**src/rtl/spi_master_param.sv**
```systemverilog
// spi_master_param
//   Parametrised SPI master exposed as a single 16-bit special-function register.
//   A write either releases chip select or asserts it and shifts one word out/in.
//   The configurable SCK divider, SPI mode and word width let one block serve several
//   peripherals. A hardware inter-word gap keeps the block busy so that the device
//   gets its recovery time without software having to wait for it.
//
// Parameters
//   WIDTH  bits per transfer (1..8)
//   DIV    clk cycles per SCK half-period (>= 2)
//   CPOL   SCK idle level
//   CPHA   0: sample on leading edge, shift on trailing; 1: shift on leading, sample on trailing
//   GAP    clk cycles of enforced idle after the last bit (0 = none)
//
// Ports
//   clk    system clock, all state on posedge
//   rst_n  asynchronous active-low reset
//   load   SFR write strobe
//   in     write data: in[8]=1 releases CSX; in[8]=0 asserts CSX and sends in[WIDTH-1:0]
//   out    {busy, 7'd0, rx}; rx is zero-extended to 8 bits and valid while busy=0
//   SDO    MOSI, MSB first
//   SDI    MISO
//   SCK    serial clock
//   CSX    chip select, active low

module spi_master_param #(
    parameter int WIDTH = 8,
    parameter int DIV   = 16,
    parameter int CPOL  = 1,
    parameter int CPHA  = 0,
    parameter int GAP   = 1250
) (
    input  logic        clk,
    input  logic        rst_n,
    input  logic        load,
    input  logic [15:0] in,
    output logic [15:0] out,
    output logic        SDO,
    input  logic        SDI,
    output logic        SCK,
    output logic        CSX
);

    localparam int   HW       = (DIV > 1)   ? $clog2(DIV)     : 1;
    localparam int   BW       = (WIDTH > 1) ? $clog2(WIDTH)   : 1;
    localparam int   GW       = (GAP > 0)   ? $clog2(GAP + 1) : 1;
    localparam logic SCK_IDLE = (CPOL != 0);

    typedef enum logic [1:0] {
        ST_IDLE,
        ST_SHIFT,
        ST_GAP
    } state_t;

    state_t           state;
    logic [HW-1:0]    half_cnt;
    logic [BW-1:0]    bit_cnt;
    logic [GW-1:0]    gap_cnt;
    logic             phase;
    logic [WIDTH-1:0] tx_sh;
    logic [WIDTH-1:0] rx_sh;
    logic [WIDTH-1:0] rx_reg;
    logic [WIDTH-1:0] tx_next;
    logic [WIDTH-1:0] rx_next;
    logic             half_end;
    logic             last_bit;
    logic [7:0]       rx8;
    logic             unused_in;

    assign half_end = (half_cnt == HW'(DIV - 1));
    assign last_bit = (bit_cnt == BW'(WIDTH - 1));
    assign tx_next  = tx_sh << 1;
    // The cast drops the oldest bit, so this also works for WIDTH=1.
    assign rx_next  = WIDTH'({rx_sh, SDI});

    // Only in[8] and in[WIDTH-1:0] carry meaning. The remaining bits are reduced here
    // so that they are visibly consumed.
    assign unused_in = ^in;

    always_comb begin
        rx8 = '0;
        rx8[WIDTH-1:0] = rx_reg;
    end

    assign out = {(state != ST_IDLE), 7'd0, rx8};

    // Each bit is two half-periods. phase=0 is the first half (SCK at its idle level)
    // and phase=1 is the second half. The phase flips whenever half_cnt reaches DIV-1.
    // Whether a half-period boundary samples SDI or moves SDO depends on CPHA.
    always_ff @(posedge clk or negedge rst_n) begin
        if (!rst_n) begin
            state    <= ST_IDLE;
            half_cnt <= '0;
            bit_cnt  <= '0;
            gap_cnt  <= '0;
            phase    <= 1'b0;
            tx_sh    <= '0;
            rx_sh    <= '0;
            rx_reg   <= '0;
            SCK      <= SCK_IDLE;
            SDO      <= 1'b0;
            CSX      <= 1'b1;
        end else begin
            case (state)
                ST_IDLE: begin
                    if (load) begin
                        if (in[8]) begin
                            CSX <= 1'b1;
                        end else begin
                            CSX      <= 1'b0;
                            tx_sh    <= in[WIDTH-1:0];
                            rx_sh    <= '0;
                            half_cnt <= '0;
                            bit_cnt  <= '0;
                            phase    <= 1'b0;
                            SCK      <= SCK_IDLE;
                            // With CPHA=0 the MSB has to be on the line before the first
                            // (leading) edge. With CPHA=1 it only appears on that edge.
                            SDO      <= (CPHA == 0) ? in[WIDTH-1] : 1'b0;
                            state    <= ST_SHIFT;
                        end
                    end
                end

                ST_SHIFT: begin
                    if (!half_end) begin
                        half_cnt <= half_cnt + 1'b1;
                    end else begin
                        half_cnt <= '0;
                        phase    <= ~phase;
                        if (!phase) begin
                            // Leading edge.
                            SCK <= ~SCK_IDLE;
                            if (CPHA == 0) begin
                                rx_sh <= rx_next;
                            end else begin
                                SDO   <= tx_sh[WIDTH-1];
                                tx_sh <= tx_next;
                            end
                        end else begin
                            // Trailing edge, which is also the end of the bit.
                            SCK <= SCK_IDLE;
                            if (CPHA == 0) begin
                                tx_sh <= tx_next;
                                SDO   <= tx_next[WIDTH-1];
                            end else begin
                                rx_sh <= rx_next;
                            end
                            if (last_bit) begin
                                // With CPHA=1 the final bit is sampled on this same edge.
                                rx_reg  <= (CPHA == 0) ? rx_sh : rx_next;
                                SDO     <= 1'b0;
                                bit_cnt <= '0;
                                gap_cnt <= '0;
                                state   <= (GAP > 0) ? ST_GAP : ST_IDLE;
                            end else begin
                                bit_cnt <= bit_cnt + 1'b1;
                            end
                        end
                    end
                end

                ST_GAP: begin
                    // CSX stays low here. Only an explicit release write raises it.
                    if (gap_cnt == GW'(GAP - 1)) begin
                        gap_cnt <= '0;
                        state   <= ST_IDLE;
                    end else begin
                        gap_cnt <= gap_cnt + 1'b1;
                    end
                end

                default: begin
                    state <= ST_IDLE;
                end
            endcase
        end
    end

endmodule

```
**config.mk**
```make
export PLATFORM = sky130hd
export DESIGN_NAME = spi_master_param
export DESIGN_NICKNAME = d
export VERILOG_FILES = /design/src/rtl/spi_master_param.sv
export SDC_FILE = /design/constraint.sdc
export NUM_CORES = 1
export LEC_CHECK = 0
export ABC_AREA = 0
export ABC_CLOCK_PERIOD_IN_PS = 5200
export CAP_MARGIN = 20
export CORE_MARGIN = 1
export CORE_UTILIZATION = 40
export CTS_CLUSTER_DIAMETER = 150
export DETAILED_ROUTE_END_ITERATION = 8
export SYNTH_ARGS = -nofsm -noshare
export SYNTH_HDL_FRONTEND = slang
export SYNTH_SLANG_ARGS = --single-unit
```
**constraint.sdc**
```tcl
create_clock -name clk -period 5.2 [get_ports clk]
set_input_delay 0.78 -clock clk [delete_from_list [all_inputs] [get_ports clk]]
set_output_delay 0.78 -clock clk [all_outputs]
set_load 0.01 [all_outputs]
```
# ---- Word level (Yosys, flattened, before mapping)
# Cells that the tools add are included.
dict set report op_classes {
  add_sub_neg 3
  multipliers 0
  n_div 0
  order_cmp 0
  n_eq_ne 12
  n_shift 0
  muxes 48
  bitwise_logic 1
  n_reduce_logical 12
}
# op count
set ops {}
lappend ops {{11-bit two-way mux} 4}
lappend ops {{8-bit two-way mux} 4}
lappend ops {{7-bit two-way mux} 4}
lappend ops {{11-bit case mux with 2 select lines} 1}
lappend ops {{8-bit case mux with 2 select lines} 1}
lappend ops {{3-bit two-way mux} 5}
lappend ops {{2-bit != test (second input constant)} 7}
lappend ops {{7-bit case mux with 2 select lines} 1}
lappend ops {{1-bit two-way mux} 13}
lappend ops {{2-bit two-way mux} 6}
lappend ops {{4-bit two-way mux} 3}
lappend ops {{4-bit AND reduction} 3}
lappend ops {{11-bit by 1-bit adder with 11-bit output (second input constant)} 1}
lappend ops {{11-bit == test (second input constant)} 1}
lappend ops {{5-bit AND reduction} 2}
lappend ops {{4-bit case mux with 2 select lines} 1}
lappend ops {{1-bit case mux with 2 select lines} 3}
lappend ops {{2-bit case mux with 3 select lines} 1}
lappend ops {{3-bit case mux with 2 select lines} 1}
lappend ops {{6-bit AND reduction} 1}
lappend ops {{2-bit nonzero test} 3}
lappend ops {{4-bit by 1-bit adder with 4-bit output (second input constant)} 1}
lappend ops {{4-bit == test (second input constant)} 1}
lappend ops {{3-bit by 1-bit adder with 3-bit output (second input constant)} 1}
lappend ops {{other kinds (7)} 7}
dict set report totals {
  register_bits 47
  latchBits 0
  ramBits 0
  mem_bits_ro 0
  input_bits 20
  wordCells 87
  n_memories 0
}

# ---- Longest topological paths before layout
# Gate-level depths: netlist of run 1.
dict set report logic_depth {
  depth_word 5
  depth_mapped 7
  mapped_depth_nobuf 6
}

# ---- Least setup slack after synthesis of run 1
# No wires, ideal clock.
dict set report synth_path {
  path_kind {input port to flip-flop}
  start {input load}
  end {register bit_cnt[0]}
  arrival_time_ns 1.799
  required_ns 5.072
  path_slack_ns 3.273
  cell_stages 5
  path_buffers 1
  path_cell_list {nor2b_1 -> o21bai_2 -> o21bai_1 -> buf_4 -> mux2_1}
}
dict set report synth_via {
  elab_chain_cells 2
}
# element line_no
set synth_rtl {}
lappend synth_rtl {{from (decl)} 35} ;# input logic load,
lappend synth_rtl {{2-bit != test (no source line)} -}
lappend synth_rtl {{5-bit AND reduction (no source line)} -}
lappend synth_rtl {{to (signal assigned)} 157} ;# bit_cnt <= bit_cnt + 1'b1;
lappend synth_rtl {{to (decl)} 57} ;# logic [BW-1:0] bit_cnt;
# Every way passes these cells.
# A chain may end at the register's enable or synchronous reset.

# ---- Final worst setup path of run 1
dict set report layout_path {
  start {input load}
  end {register tx_sh[1]}
}
dict set report layout_via {
  elab_chain_cells 2
}
# element line_no
set layout_rtl {}
lappend layout_rtl {{2-bit != test (no source line)} -}
lappend layout_rtl {{5-bit AND reduction (no source line)} -}
lappend layout_rtl {{to (signal assigned)} 111} ;# tx_sh <= in[WIDTH-1:0];
lappend layout_rtl {{to (signal assigned)} 138} ;# tx_sh <= tx_next;
lappend layout_rtl {{to (signal assigned)} 144} ;# tx_sh <= tx_next;
lappend layout_rtl {{to (decl)} 60} ;# logic [WIDTH-1:0] tx_sh;
# Every way passes these cells.

==> results of run 1 <==
[where the power goes]
part           leakage, nW  switching (mW)  internal, mW
Combinational        0.759          0.0122        0.0101
Clock               0.0395           0.113        0.0957
Sequential           0.592        0.000958         0.367
[cell families (layout without fill, tap and decap cells)]
family                     count (synthesis)  in the layout
DFF                                       47             47
AOI/OAI and AO/OA                         34             34
other                                      1              7
adders and majority gates                  5              5
muxes                                     28             28
and+or+nand+nor                           80             80
buffers and inverters                     31             50
[synthesized netlist by cell type, types with 3 or more instances]
library cell,count
o21ai_1,3
mux2_1,15
buf_2,5
buf_4,8
a31oi_1,4
nor2b_1,3
nand2_1,44
ha_1,5
inv_1,15
mux2_2,3
o21ai_0,3
mux2i_1,10
nor3_1,5
dfrtp_1,45
a21oi_1,7
nand3_1,8
[per-stage QoR]
stage	hold WS, ps	power, mW	instances	area (sq um)
after floorplan	455.9	0.3839	232	2349
after global placement	470.7	0.3980	315	2596
after detailed placement	474.2	0.3981	315	2596
after CTS	498.4	0.6145	323	2676
after global routing	520.7	0.6267	323	2676
final	493.0	0.5987	323	2676
[worst max-delay path, stage by stage]
cell and delay, ps:
clkdlybuf4s50_1 420, nor2b_1 150, o21bai_2 310, o21bai_1 520, mux2_2 410
[layer usage]
| metal | GRT usage, % | vias to the layer above | part of all wire [%] |
|---|---|---|---|
| li1 | - | 809 | - |
| met1 | 20.12 | 793 | 50 |
| met2 | 24.12 | 28 | 45 |
| met3 | 3.721 | 6 | 3.7 |
| met4 | 5.000 | 0 | 1.5 |
| met5 | 0 | - | 0 |
[state kept, by name, indices dropped and copies added, names as in the netlist]
register and flops:
CSX 1, gap_cnt 11, bit_cnt 3, state 2
phase 1, rx_sh 8, rx8 8, SCK 1
tx_sh 7, half_cnt 4, SDO 1
[layout make-up]
cell class | instances | area, sq um
Inverter | 16 | 60.06
Tap cell | 72 | 90.09
Timing Repair Buffer | 26 | 250.2
Fill cell | 544 | 2864
Multi-Input combinational cell | 154 | 1017
Sequential cell | 47 | 1179
Clock buffer | 8 | 80.08
[path summary, 6_finish.rpt]
kind	endpoint	slack, ps	cells past startpoint	from
max	tx_sh[1]	2780	5	load
min	tx_sh[6]	490	1	tx_sh[6]
max reg2reg	tx_sh[1]	2840	3	state[1]
min reg2reg	tx_sh[6]	490	1	tx_sh[6]
max in group asynchronous	half_cnt[0]	4230	2	rst_n
min in group asynchronous	gap_cnt[9]	570	2	rst_n
[placed cells by master, fill, tap and decap left out, types with 3 or more instances in the layout]
| master | netlist | routed |
|---|---|---|
| ha_1 | 5 | 5 |
| mux2_1 | 15 | 15 |
| a21oi_1 | 7 | 7 |
| nand2_1 | 44 | 44 |
| nor3_1 | 5 | 5 |
| clkbuf_1 | 2 | 3 |
| clkdlybuf4s50_1 | 0 | 23 |
| mux2i_1 | 10 | 10 |
| o21ai_0 | 3 | 3 |
| o21ai_1 | 3 | 3 |
| conb_1 | 1 | 7 |
| inv_1 | 15 | 15 |
| nor2b_1 | 3 | 3 |
| clkbuf_8 | 0 | 5 |
| mux2_2 | 3 | 3 |
| nand3_1 | 8 | 8 |
| dfrtp_1 | 45 | 45 |
| a31oi_1 | 4 | 4 |
==> out/metrics.cfg, run 1 <==
[floorplan]
initial_core_util_pct = 41.98
fp.dieW_um = 78.26
core_area_sq_mm = 0.005540
num_rows = 27
die-area_sq_mm = 0.006124
io_pins = 39
dieHeight_um = 78.26

[logic_synthesis]
synth_cell_type_count = 44
yosys-top-cells-area = dfrtp_1, mux2_1, nand2_1
postSynthAreaPerCell_sq_um = 10.29
synthDominantCellAreaShare_pct = 48.41
synth_area_leader_cell = dfrtp_1
syn-instance-count = 226
yosys-mux-area-fraction_pct = 13.02
ys.warnings.count = 0
synthAdderAreaFrac_pct = 2.690
synth_compound_area_share_pct = 10.11
synthXorXnorAreaFrac_pct = 0
synth-seq-cells = 47
ys_seq_area_share_pct = 50.67
syn-cell-area_sq_mm = 0.002326
synth_edf_count = 0
async_reset_ff_share_pct = 100.0
synth_top_family_by_area = simple AND/OR/NAND/NOR gates
yosys.area_share.simple_pct = 16.78
synth_ff_type = dfrtp_1

[sta]
hold_viol = 0
min_period_ps = 2417
setup_viol = 0
max_freq_ghz = 0.4138
tns_ps = 0
skew_ps = 10.98
grt_setup_unrepaired = false
worst_slew_pin_slew_ps = 1062
period_share_pct = 46.48
maxSlewHeadroom_pct = 28.85
slew_violations = 0
fin_ws_ps = 2783

[place]
io_buffers = 24
pre_cts_ws_ps = 2457
place.gp.congestion = 0.7369
dp_hpwl_mm = 2.723

[cts]
holdBufCountCts = 0
clk_pin_slew_worst_paths_ps = 80
cts_buffer_depth = 2
cts_buffers = 5
cts_tree = yes
clk_latency_ps = 300
cts_resized = 0
htree_levels = 2
clockRootBuffer = clkbuf_8
cts_sinks = 47
post_cts_buffers = 0

[setup_path]
end_kind = flip-flop
worst-setup-path-type = input pin to flip-flop
cp.arrival_ps = 2600
cp-start-kind = input pin
crit_required_ps = 5380
cp_max_fo = 11

[global_routing]
grt_overflow = 0
antenna_found_initial = 0
grt_max_degree = 48
grt_pass1_wl_mm = 7.293
grt_usage_pct = 15.12
grt_pass1_vias = 1583

[detailed_routing]
detail_route.vias_per_cell = 5.065
vias = 1636
ant_nets = 0
drt_first_iter_violations = 45
drc_errors = 0
wire_per_inst_um = 12.65
drt-pass1-iter-count = 4
drt_wl_total_mm = 4.086

[run_status]
status = complete, no violations

[pwr]
vdd_ir_drop_max_v = 0.0001722
power.leakage_nw = 1.390
powerDensity_mw_per_mm2 = 223.7

[final_layout]
n_antenna_cell = 0
drive_gt1_share_pct = 6.773
finalNetCount = 275
postLayoutCoreUtil_pct = 48.31
area_growth_pct = 15.06

[flow_run]
max-cap-violations = 0

[hold_path]
hold_class = flip-flop to flip-flop

No activity file was read; power rests on OpenSTA's default activity.
==> run 2, diff against run 1 <==
--- a/config.mk
+++ b/config.mk
@@ -6,12 +6,13 @@
 export NUM_CORES = 1
 export LEC_CHECK = 0
 export ABC_AREA = 0
-export ABC_CLOCK_PERIOD_IN_PS = 5200
+export ABC_CLOCK_PERIOD_IN_PS = 2050
 export CAP_MARGIN = 20
 export CORE_MARGIN = 1
 export CORE_UTILIZATION = 40
 export CTS_CLUSTER_DIAMETER = 150
 export DETAILED_ROUTE_END_ITERATION = 8
+export PLACE_DENSITY = 0.65
 export SYNTH_ARGS = -nofsm -noshare
 export SYNTH_HDL_FRONTEND = slang
 export SYNTH_SLANG_ARGS = --single-unit
==> constraint.sdc (replaced) <==
create_clock -name clk -period 2.05 [get_ports clk]
set_input_delay 0.3075 -clock clk [delete_from_list [all_inputs] [get_ports clk]]
set_output_delay 0.3075 -clock clk [all_outputs]
set_load 0.01 [all_outputs]
==> run 2 against run 1 <==
Compared with the run above:
- core utilization is 2.2 points higher
- count of clock-buffer cells in the layout is 3 lower
- critical path type is now flip-flop to output port
- sequential share of layout area is 1.9 points lower
- critical path depth is 3 lower
- flip-flop and latch count stayed put
- cell area is 4.5% higher
- clock skew is 3.1 ps higher
- register-to-register slack worse by 2700 ps
- setup slack worse by 2700 ps
- worst hold slack worse by 20 ps
- via count is 3.7% higher
==> out/metrics.cfg, run 2 (synthesis gave the netlist of run 1 again) <==
[sta]
hold_viol = 0  ; unchanged
slew_violations = 0  ; unchanged
fin_ws_ps = 128.3  ; -2655 ps
maxSlewHeadroom_pct = 65.11  ; +36 points
max_freq_ghz = 0.5204
worst_slew_pin_slew_ps = 521.0  ; -541.4 ps
skew_ps = 14.08  ; +3.109 ps
grt_setup_unrepaired = false
tns_ps = 0  ; unchanged
setup_viol = 0  ; unchanged
min_period_ps = 1922
period_share_pct = 93.74

[setup_path]
crit_required_ps = 1740  ; -3640 ps
cp-start-kind = flip-flop
crit_chain = or2_2 -> clkdlybuf4s50_1
reg2reg_from = gap_cnt[1]
slowest_stage = clkdlybuf4s50_1
worst-setup-path-type = flip-flop to output port
cp.arrival_ps = 1610  ; -990 ps
cp_max_fo = 8  ; -3
r2r-end = gap_cnt[4]
cpPeakStageDelay_ps = 490  ; -30 ps
r2r_cells = 7  ; +4
end_kind = output port
ff2ff_setup_slack_ps = 190  ; -2650 ps

[floorplan]
dieHeight_um = 78.26  ; unchanged
core_area_sq_mm = 0.005540  ; unchanged
io_pins = 39  ; unchanged
die-area_sq_mm = 0.006124  ; unchanged
initial_core_util_pct = 41.98  ; unchanged
fp.dieW_um = 78.26  ; unchanged
num_rows = 27  ; unchanged

[global_routing]
grt_pass1_vias = 1677  ; +5.9%
antenna_found_initial = 0  ; unchanged
grt_pass1_wl_mm = 7.514  ; +3.0%
grt_overflow = 0  ; unchanged
grt_usage_pct = 15.77  ; +0.65 points
grt_max_degree = 20  ; -58%

[cts]
clk_latency_ps = 310  ; about the same
clockRootBuffer = clkbuf_8
cts_resized = 0  ; unchanged
htree_levels = 2  ; unchanged
clk_pin_slew_worst_paths_ps = 100  ; +20 ps
cts_buffer_depth = 2  ; unchanged
cts_buffers = 5  ; unchanged
cts_sinks = 47  ; unchanged
cts_tree = yes

[detailed_routing]
drt_first_iter_violations = 79  ; +76%
ant_nets = 0  ; unchanged
drt_wl_total_mm = 4.210  ; +3.0%
wire_per_inst_um = 12.60  ; -0.36%
drt-pass1-iter-count = 4  ; unchanged
drc_errors = 0  ; unchanged
detail_route.vias_per_cell = 5.081  ; +0.31%
vias = 1697  ; +3.7%

[final_layout]
largest_reg_flops = 11  ; unchanged
layout_common_cells = dfrtp_1, nand2_1, clkdlybuf4s50_1, inv_1, mux2_1
final_common_cell = dfrtp_1
register_area_sq_mm = 0.001179  ; unchanged
n_antenna_cell = 0  ; unchanged
drive_gt1_share_pct = 11.45  ; +4.7 points
finalNetCount = 286  ; +4.0%
multi_input_area_sq_mm = 0.001017  ; unchanged
postLayoutCellArea_sq_mm = 0.002796  ; +4.5%
postLayoutCoreUtil_pct = 50.47  ; +2.2 points
area_growth_pct = 20.23
top_register = gap_cnt
fillCellCount = 551  ; +1.3%

[place]
dp_hpwl_mm = 2.985  ; +9.6%
io_buffers = 24  ; unchanged
place.gp.congestion = 0.7851  ; +6.5%
pre_cts_ws_ps = 122.4  ; -2335 ps
dpl-instance-area_sq_mm = 0.002671  ; +2.9%

[pwr]
power.leakage_nw = 1.458  ; +4.9%
powerDensity_mw_per_mm2 = 605.8  ; +170%
fin_total_pwr_mw = 1.694  ; +180%
vdd_ir_drop_max_v = 0.0004659  ; +170%

[hold_path]
hold_class = input pin to async pin

[run_status]
status = complete, no violations

[flow_run]
max-cap-violations = 0  ; unchanged

run 2: cell types whose count changed in the layout (fill, tap and decap cells not counted):
cell	previous run	this run
buf_4	2	12
clkbuf_1	3	0
bufinv_16	0	1
clkinvlp_4	0	1
dlygate4sd3_1	0	1
inv_6	0	1
run 2: report_power, final:
| group | total (mW) | internal, mW | switching [mW] |
|---|---|---|---|
| registers | 0.933 | 0.931 | 0.00249 |
| logic | 0.0602 | 0.0281 | 0.0321 |
| clock network | 0.701 | 0.368 | 0.333 |
| total | 1.69 | 1.33 | 0.368 |
run 2: layer usage:
layer	wire length, um	part of all wire (%)	vias to the layer above	GRT usage [%]
met2	1909	45	24	26.40
li1	-	-	834	-
met3	135	3.2	8	3.372
met5	0	0	-	0
met4	76	1.8	0	7.222
met1	2089	50	831	19.46
run 2: area by class of cell:
class / count / area share, %
clock inverter: 3 / 1.655
timing repair buffer: 37 / 11.99
tap: 72 / 3.221
inverter: 16 / 2.148
clock buffer: 5 / 2.461
multi-input combinational: 154 / 36.38
sequential: 47 / 42.15
run 2: critical path, delay by kind of cell, from the launching register on:
family                 cells  cell delay (ps)
buffers and inverters      1              490
flip-flops                 1              480
AND/OR/NAND/NOR            1              340
run 2: how the worst max path moves through the flow:
stage           startpoint         end  depth (start not counted)
2_1_floorplan  half_cnt[0]  bit_cnt[0]                          5
3_3_place_gp          load    rx_sh[4]                          6
3_5_place_dp          load    rx_sh[2]                          6
4_1_cts           state[0]     out[15]                          2
5_1_grt         gap_cnt[1]  gap_cnt[4]                          7
6_report          state[0]     out[15]                          2
run 2: metrics by stage:
step | instances | hold slack [ps]
global placement | 325 | 281.5
detailed placement | 325 | 281.5
finish | 334 | 473.1
global route | 334 | 510.4
floorplan | 232 | 11.91
CTS | 334 | 486.7
run 2: repair_timing:
item | in CTS | in global routing
hold buffers | 1 | 0
hold endpoints to repair | 17 | 0
setup buffers | 0 | 0
==> run 3, diff against run 2 <==
--- a/config.mk
+++ b/config.mk
@@ -16,3 +16,4 @@
 export SYNTH_ARGS = -nofsm -noshare
 export SYNTH_HDL_FRONTEND = slang
 export SYNTH_SLANG_ARGS = --single-unit
+export TNS_END_PERCENT = 20
==> results of run 3 <==
Same layout as run 2: the final DEF is identical, and so are final timing and power.
==> RTL edit 1, RTL diff (settings of run 1) <==
The parameter `CPOL` goes from 1 to 0.
--- a/src/rtl/spi_master_param.sv
+++ b/src/rtl/spi_master_param.sv
@@ -28,3 +28,3 @@
     parameter int DIV   = 16,
-    parameter int CPOL  = 1,
+    parameter int CPOL  = 0,
     parameter int CPHA  = 0,
Check against the original RTL: not equivalent (Yosys sat finds a counterexample within 4 cycles, from zero or initial values and one cycle with rst_n low).
==> RTL edit 1 against run 1 <==
Final area rose by 1.0%; wire length rose by 8.3%; cell count rose by 1.2%; first-iteration DRC count rose by 44%; worst setup slack got worse by 0.28 ns; area after synthesis barely moved; sequential cell count fell by 1; die area barely moved; highest routed layer unchanged.
Power is not compared: it rests on default switching activity, and its combinational part moved more than twofold at a synthesized area within 25%.
==> RTL edit 1: results (changes against run 1) <==
| Metric | Value |
|---|---|
| Status | `finished, final reports clean` |
| Global routing met2 resource utilization | `0.239 (-0.00263)` |
| Antenna diodes | `0 (unchanged)` |
| Drt wl/cell | `13.5 um (+7.0%)` |
| Worst hold-check path type | `primary input to async pin` |
| Slew Limit Headroom | `0.487 (+0.198)` |
| Share of layout cells above drive strength 1 | `0.141 (+0.0734)` |
| CP Max Fanout | `16 (+5)` |
| DR vias | `1728 (+5.6%)` |
| Sequential area share after synthesis | `0.496 (-0.0110)` |
| Largest net degree at the start of global routing | `47 (-2.1%)` |
| Final HPWL from detailed placement | `2.91 mm (+6.9%)` |
| Post-DP Area | `2590 um^2 (-0.24%)` |
| Final nets | `279 (+1.5%)` |
| First-pass GRT wire length | `7.61 mm (+4.3%)` |
| Area contributors post-synth | `dfrtp_1, mux2_2, nand3_1` |
| Placer Congestion | `0.760 (+3.1%)` |
| Setup slack after placement | `2.46 ns (+0.00765 ns)` |
| GR Util met1 | `0.217 (+0.0154)` |
| Maximum clock skew at final layout | `0.00500 ns (-0.00598 ns)` |
| # fillers | `527 (-3.1%)` |
| Vias in the first global route | `1619 (+2.3%)` |
| Commonest cells post-synth | `dfrtp_1, nand2_1, nand3_1, mux2_2, o21ai_0` |
| Crit Path Class | `flop to flop` |
| I/O Buffers | `24 (unchanged)` |
| Iter 0 DRT Violations | `65 (+44%)` |
| Origin of the critical flop-to-flop path | `state[0]$_DFFE_PN0P_` |
RTL edit 1: layout make-up:
cell class	count	area [um^2]	share of cell area
Sequential cell	46	1150	0.426
Inverter	5	18.8	0.00694
Tap cell	72	90.1	0.0333
Multi-Input combinational cell	169	1080	0.399
Clock inverter	2	13.8	0.00509
Timing Repair Buffer	27	278	0.103
Clock buffer	6	72.6	0.0268
RTL edit 1: worst max-delay path, stage by stage (launching register included):
cell,delay (ns)
dfrtp_1,0.64
nor2b_1,0.69
buf_4,0.32
a41oi_4,0.26
or4_1,0.56
a21oi_1,0.15
RTL edit 1: through the flow:
stage	cells	power [W]	utilization	hold slack, ns
CTS	326	0.00105	0.483	0.512
detailed placement	318	0.000834	0.467	0.492
finish	327	0.00104	0.488	0.462
floorplan	237	0.000741	-	0.464
global route	327	0.00112	0.488	0.487
global placement	318	0.000823	0.467	0.478
RTL edit 1: worst paths after layout:
kind / cells past startpoint / to / slack (ns)
setup / recovery: 5 / gap_cnt[6]$_DFFE_PN0P_ / 2.50
hold / removal: 1 / tx_sh[1]$_DFFE_PN0P_ / 0.46
setup reg to reg: 5 / gap_cnt[6]$_DFFE_PN0P_ / 2.50
hold reg to reg: 1 / tx_sh[6]$_DFFE_PN0P_ / 0.50
max in group asynchronous: 2 / CSX$_DFFE_PN1P_ / 4.16
min in group clk: 1 / tx_sh[6]$_DFFE_PN0P_ / 0.50
RTL edit 1: cells by family (layout without fill, tap and decap cells):
kind of cell             count (synthesis)  in the layout  synth area share
AND/OR/NAND/NOR                        101            101             0.222
flip-flops                              46             46             0.496
AO/OA/AOI/OAI                           35             35             0.103
buffers and inverters                   22             40            0.0501
multiplexers                            21             21             0.101
adder cells (fa/ha/maj)                  5              5            0.0269
other                                    1              7           0.00161
RTL edit 1: power by group through the flow:
| stage | clock, W | combinational (W) | sequential, W |
|---|---|---|---|
| 2_1_floorplan | 0 | 0.000214 | 0.000527 |
| 3_3_place_gp | 0 | 0.000279 | 0.000544 |
| 3_5_place_dp | 0 | 0.000287 | 0.000547 |
| 4_1_cts | 0.000224 | 0.000288 | 0.000540 |
| 5_1_grt | 0.000236 | 0.000329 | 0.000555 |
| 6_report | 0.000215 | 0.000285 | 0.000540 |
RTL edit 1: per-layer routing:
layer / vias up / part of all wire
met2: 24 / 0.46
met3: 7 / 0.035
li1: 861 / -
met4: 0 / 0.012
met5: - / 0
met1: 836 / 0.49
==> RTL edit 2, RTL diff (settings of run 1) <==
Made on the original files. Encoding of `state_t`: now one-hot (3 bits for 3 states).
--- a/src/rtl/spi_master_param.sv
+++ b/src/rtl/spi_master_param.sv
@@ -48,6 +48,6 @@
 
-    typedef enum logic [1:0] {
-        ST_IDLE,
-        ST_SHIFT,
-        ST_GAP
+    typedef enum logic [2:0] {
+        ST_IDLE  = 3'b001,
+        ST_SHIFT = 3'b010,
+        ST_GAP   = 3'b100
     } state_t;
Check against the original RTL: same outputs for any inputs over 10 cycles, from zero or initial values and one cycle with rst_n low; not proved beyond that.
==> RTL edit 2 against run 1 <==
Area after synthesis is 0.48% higher; non-clock buffer count is the same; sequential cell count is 1 higher; final area increased by 2.1%; largest cell class unchanged; utilization is 0.72 points higher; clock skew fell by 0.0018 ns; cell count is 3.4% lower; wire length increased by 8.9%; critical path type is now flop to output pin; worst setup slack got worse by 0.22 ns.
Power is not compared: it rests on default switching activity, and its combinational part moved more than twofold at a synthesized area within 25%.
==> RTL edit 2: results (changes against run 1) <==
| Metric | Value |
|---|---|
| First-pass GRT wire length | `7.58 mm (+3.9%)` |
| Multi-input combinational cell count | `154 (unchanged)` |
| Post-placement cell count | `303 (-3.8%)` |
| Placer Congestion | `0.701 (-4.9%)` |
| Routed met2 length | `1.97 mm (+6.9%)` |
| GR Util met1 | `0.222 (+0.0211)` |
| Clock-cell share of area | `0.0421 (+0.0122)` |
| Net Sw Power | `0.000196 W` |
| Largest net degree at the start of global routing | `49 (+2.1%)` |
| WL met3 | `255 um (+69%)` |
| Top sig layer | `met4` |
| Global routing met2 resource utilization | `0.235 (-0.00614)` |
| Vias in the first global route | `1576 (-0.44%)` |
| Worst R2R End | `rx8[2]$_DFFE_PN0P_` |
| Post-synthesis mux area share | `0.0525 (-0.0777)` |
| Period utilization | `0.507 (+0.0421)` |
| Non-clk buf share | `0.0962 (+0.00265)` |
| CTS clk-pin slew, worst paths | `0.10 ns (+0.02 ns)` |
| M3 GR Usage | `0.0442 (+0.00698)` |
| Sequential Area | `1200 um^2 (+2.2%)` |
| Area contributors post-synth | `dfrtp_1, nand2_1, mux2_2` |
| Setup slack after placement | `2.42 ns (-0.0363 ns)` |
| Drt wl/cell | `14.3 um (+13%)` |
| H-Tree Depth | `2 (unchanged)` |
| P_leak | `1.21 nW` |
| Final HPWL from detailed placement | `2.91 mm (+7.0%)` |
| Post-DP Area | `2600 um^2 (about the same)` |
| CP arrival | `1.86 ns (-0.74 ns)` |
| TritonRoute pass-1 iters | `4 (unchanged)` |
| Fraction of area in multi-input gates | `0.382 (+0.00224)` |
| Inverters | `4 (-12)` |
| Clock Path Buffers | `2 (unchanged)` |
| Actual slew at the worst max-slew pin | `0.915 ns (-0.147 ns)` |
| Commonest cells post-synth | `dfrtp_1, nand2_1` |
| # fillers | `513 (-5.7%)` |
| Non-clock buffer count | `26 (unchanged)` |
| CP endpoint | `out[15]` |
| Crit. Startpoint | `state[0]$_DFFE_PN1P_` |
| Register-to-register setup slack | `3.11 ns (+0.27 ns)` |
| Total GRT Usage | `0.157 (+0.00591)` |
| Synth Area in Adders | `0.0268 (-0.000130)` |
| Sequential area share after synthesis | `0.516 (+0.00880)` |
| Routed wire length | `4.45 mm (+8.9%)` |
| Via-to-Cell Ratio | `5.40 (+6.7%)` |
| CP Max Fanout | `7 (-4)` |
| Iter 0 DRT Violations | `166 (+270%)` |
| Core ar. | `5570 um^2 (+0.61%)` |
| Synth cell types | `45 (+2.3%)` |
| Core Util, Final | `0.490 (+0.00717)` |
| Worst hold-check path type | `primary input to async pin` |
| Share of layout cells above drive strength 1 | `0.138 (+0.0698)` |
| Post_cts resized | `0 (unchanged)` |
| Origin of the critical flop-to-flop path | `state[2]$_DFFE_PN0P_` |
| Status | `finished, final reports clean` |
| Final nets | `264 (-4.0%)` |
| Syn Area/Cell | `10.9 um^2 (+5.6%)` |
| #FFs+latches synth | `48 (+2.1%)` |
| Maximum clock skew at final layout | `0.00915 ns (-0.00183 ns)` |
[RTL edit 2: cell types whose count changed after synthesis, sizes merged, moves of 3 or more]
cell	run 1	this run
nor2	2	7
nand3	8	11
a21oi	7	12
inv	16	4
mux2	18	10
nand4	1	6
nand2	44	31
nand2b	3	0
a31oi	4	1
mux2i	10	1
a22o	2	11
a41oi	0	6
nor3	5	2
o21ai	6	11
[RTL edit 2: how the worst min path moves through the flow]
stage / from / to / slack (ns) / cells past startpoint
2_1_floorplan: rx_sh[7]$_DFFE_PN0P_ / rx_sh[7]$_DFFE_PN0P_ / 0.46 / 1
3_3_place_gp: tx_sh[0]$_DFFE_PN0P_ / tx_sh[0]$_DFFE_PN0P_ / 0.48 / 1
3_5_place_dp: tx_sh[0]$_DFFE_PN0P_ / tx_sh[0]$_DFFE_PN0P_ / 0.48 / 1
4_1_cts: tx_sh[0]$_DFFE_PN0P_ / tx_sh[0]$_DFFE_PN0P_ / 0.51 / 1
5_1_grt: rst_n / gap_cnt[8]$_DFFE_PN0P_ / 0.30 / 1
6_report: rst_n / gap_cnt[8]$_DFFE_PN0P_ / 0.30 / 1
[RTL edit 2: worst max-delay path, cell delays in order (launching register included)]
cell and delay (ns):
dfstp_2 0.60, or3b_2 0.47, clkdlybuf4s50_1 0.50
[RTL edit 2: kinds of logic after synthesis]
family | after synthesis
other | 1
multiplexers | 11
AO/OA/AOI/OAI | 56
adder cells (fa/ha/maj) | 5
AND/OR/NAND/NOR | 75
buffers and inverters | 19
flip-flops | 48
[RTL edit 2: power by group through the flow]
stage	logic [W]	clock network, W	registers (W)
global route	0.000101	0.000300	0.000423
floorplan	0.0000542	0	0.000424
detailed placement	0.0000892	0	0.000425
finish	0.0000898	0.000278	0.000418
global placement	0.0000878	0	0.000425
CTS	0.0000895	0.000287	0.000418
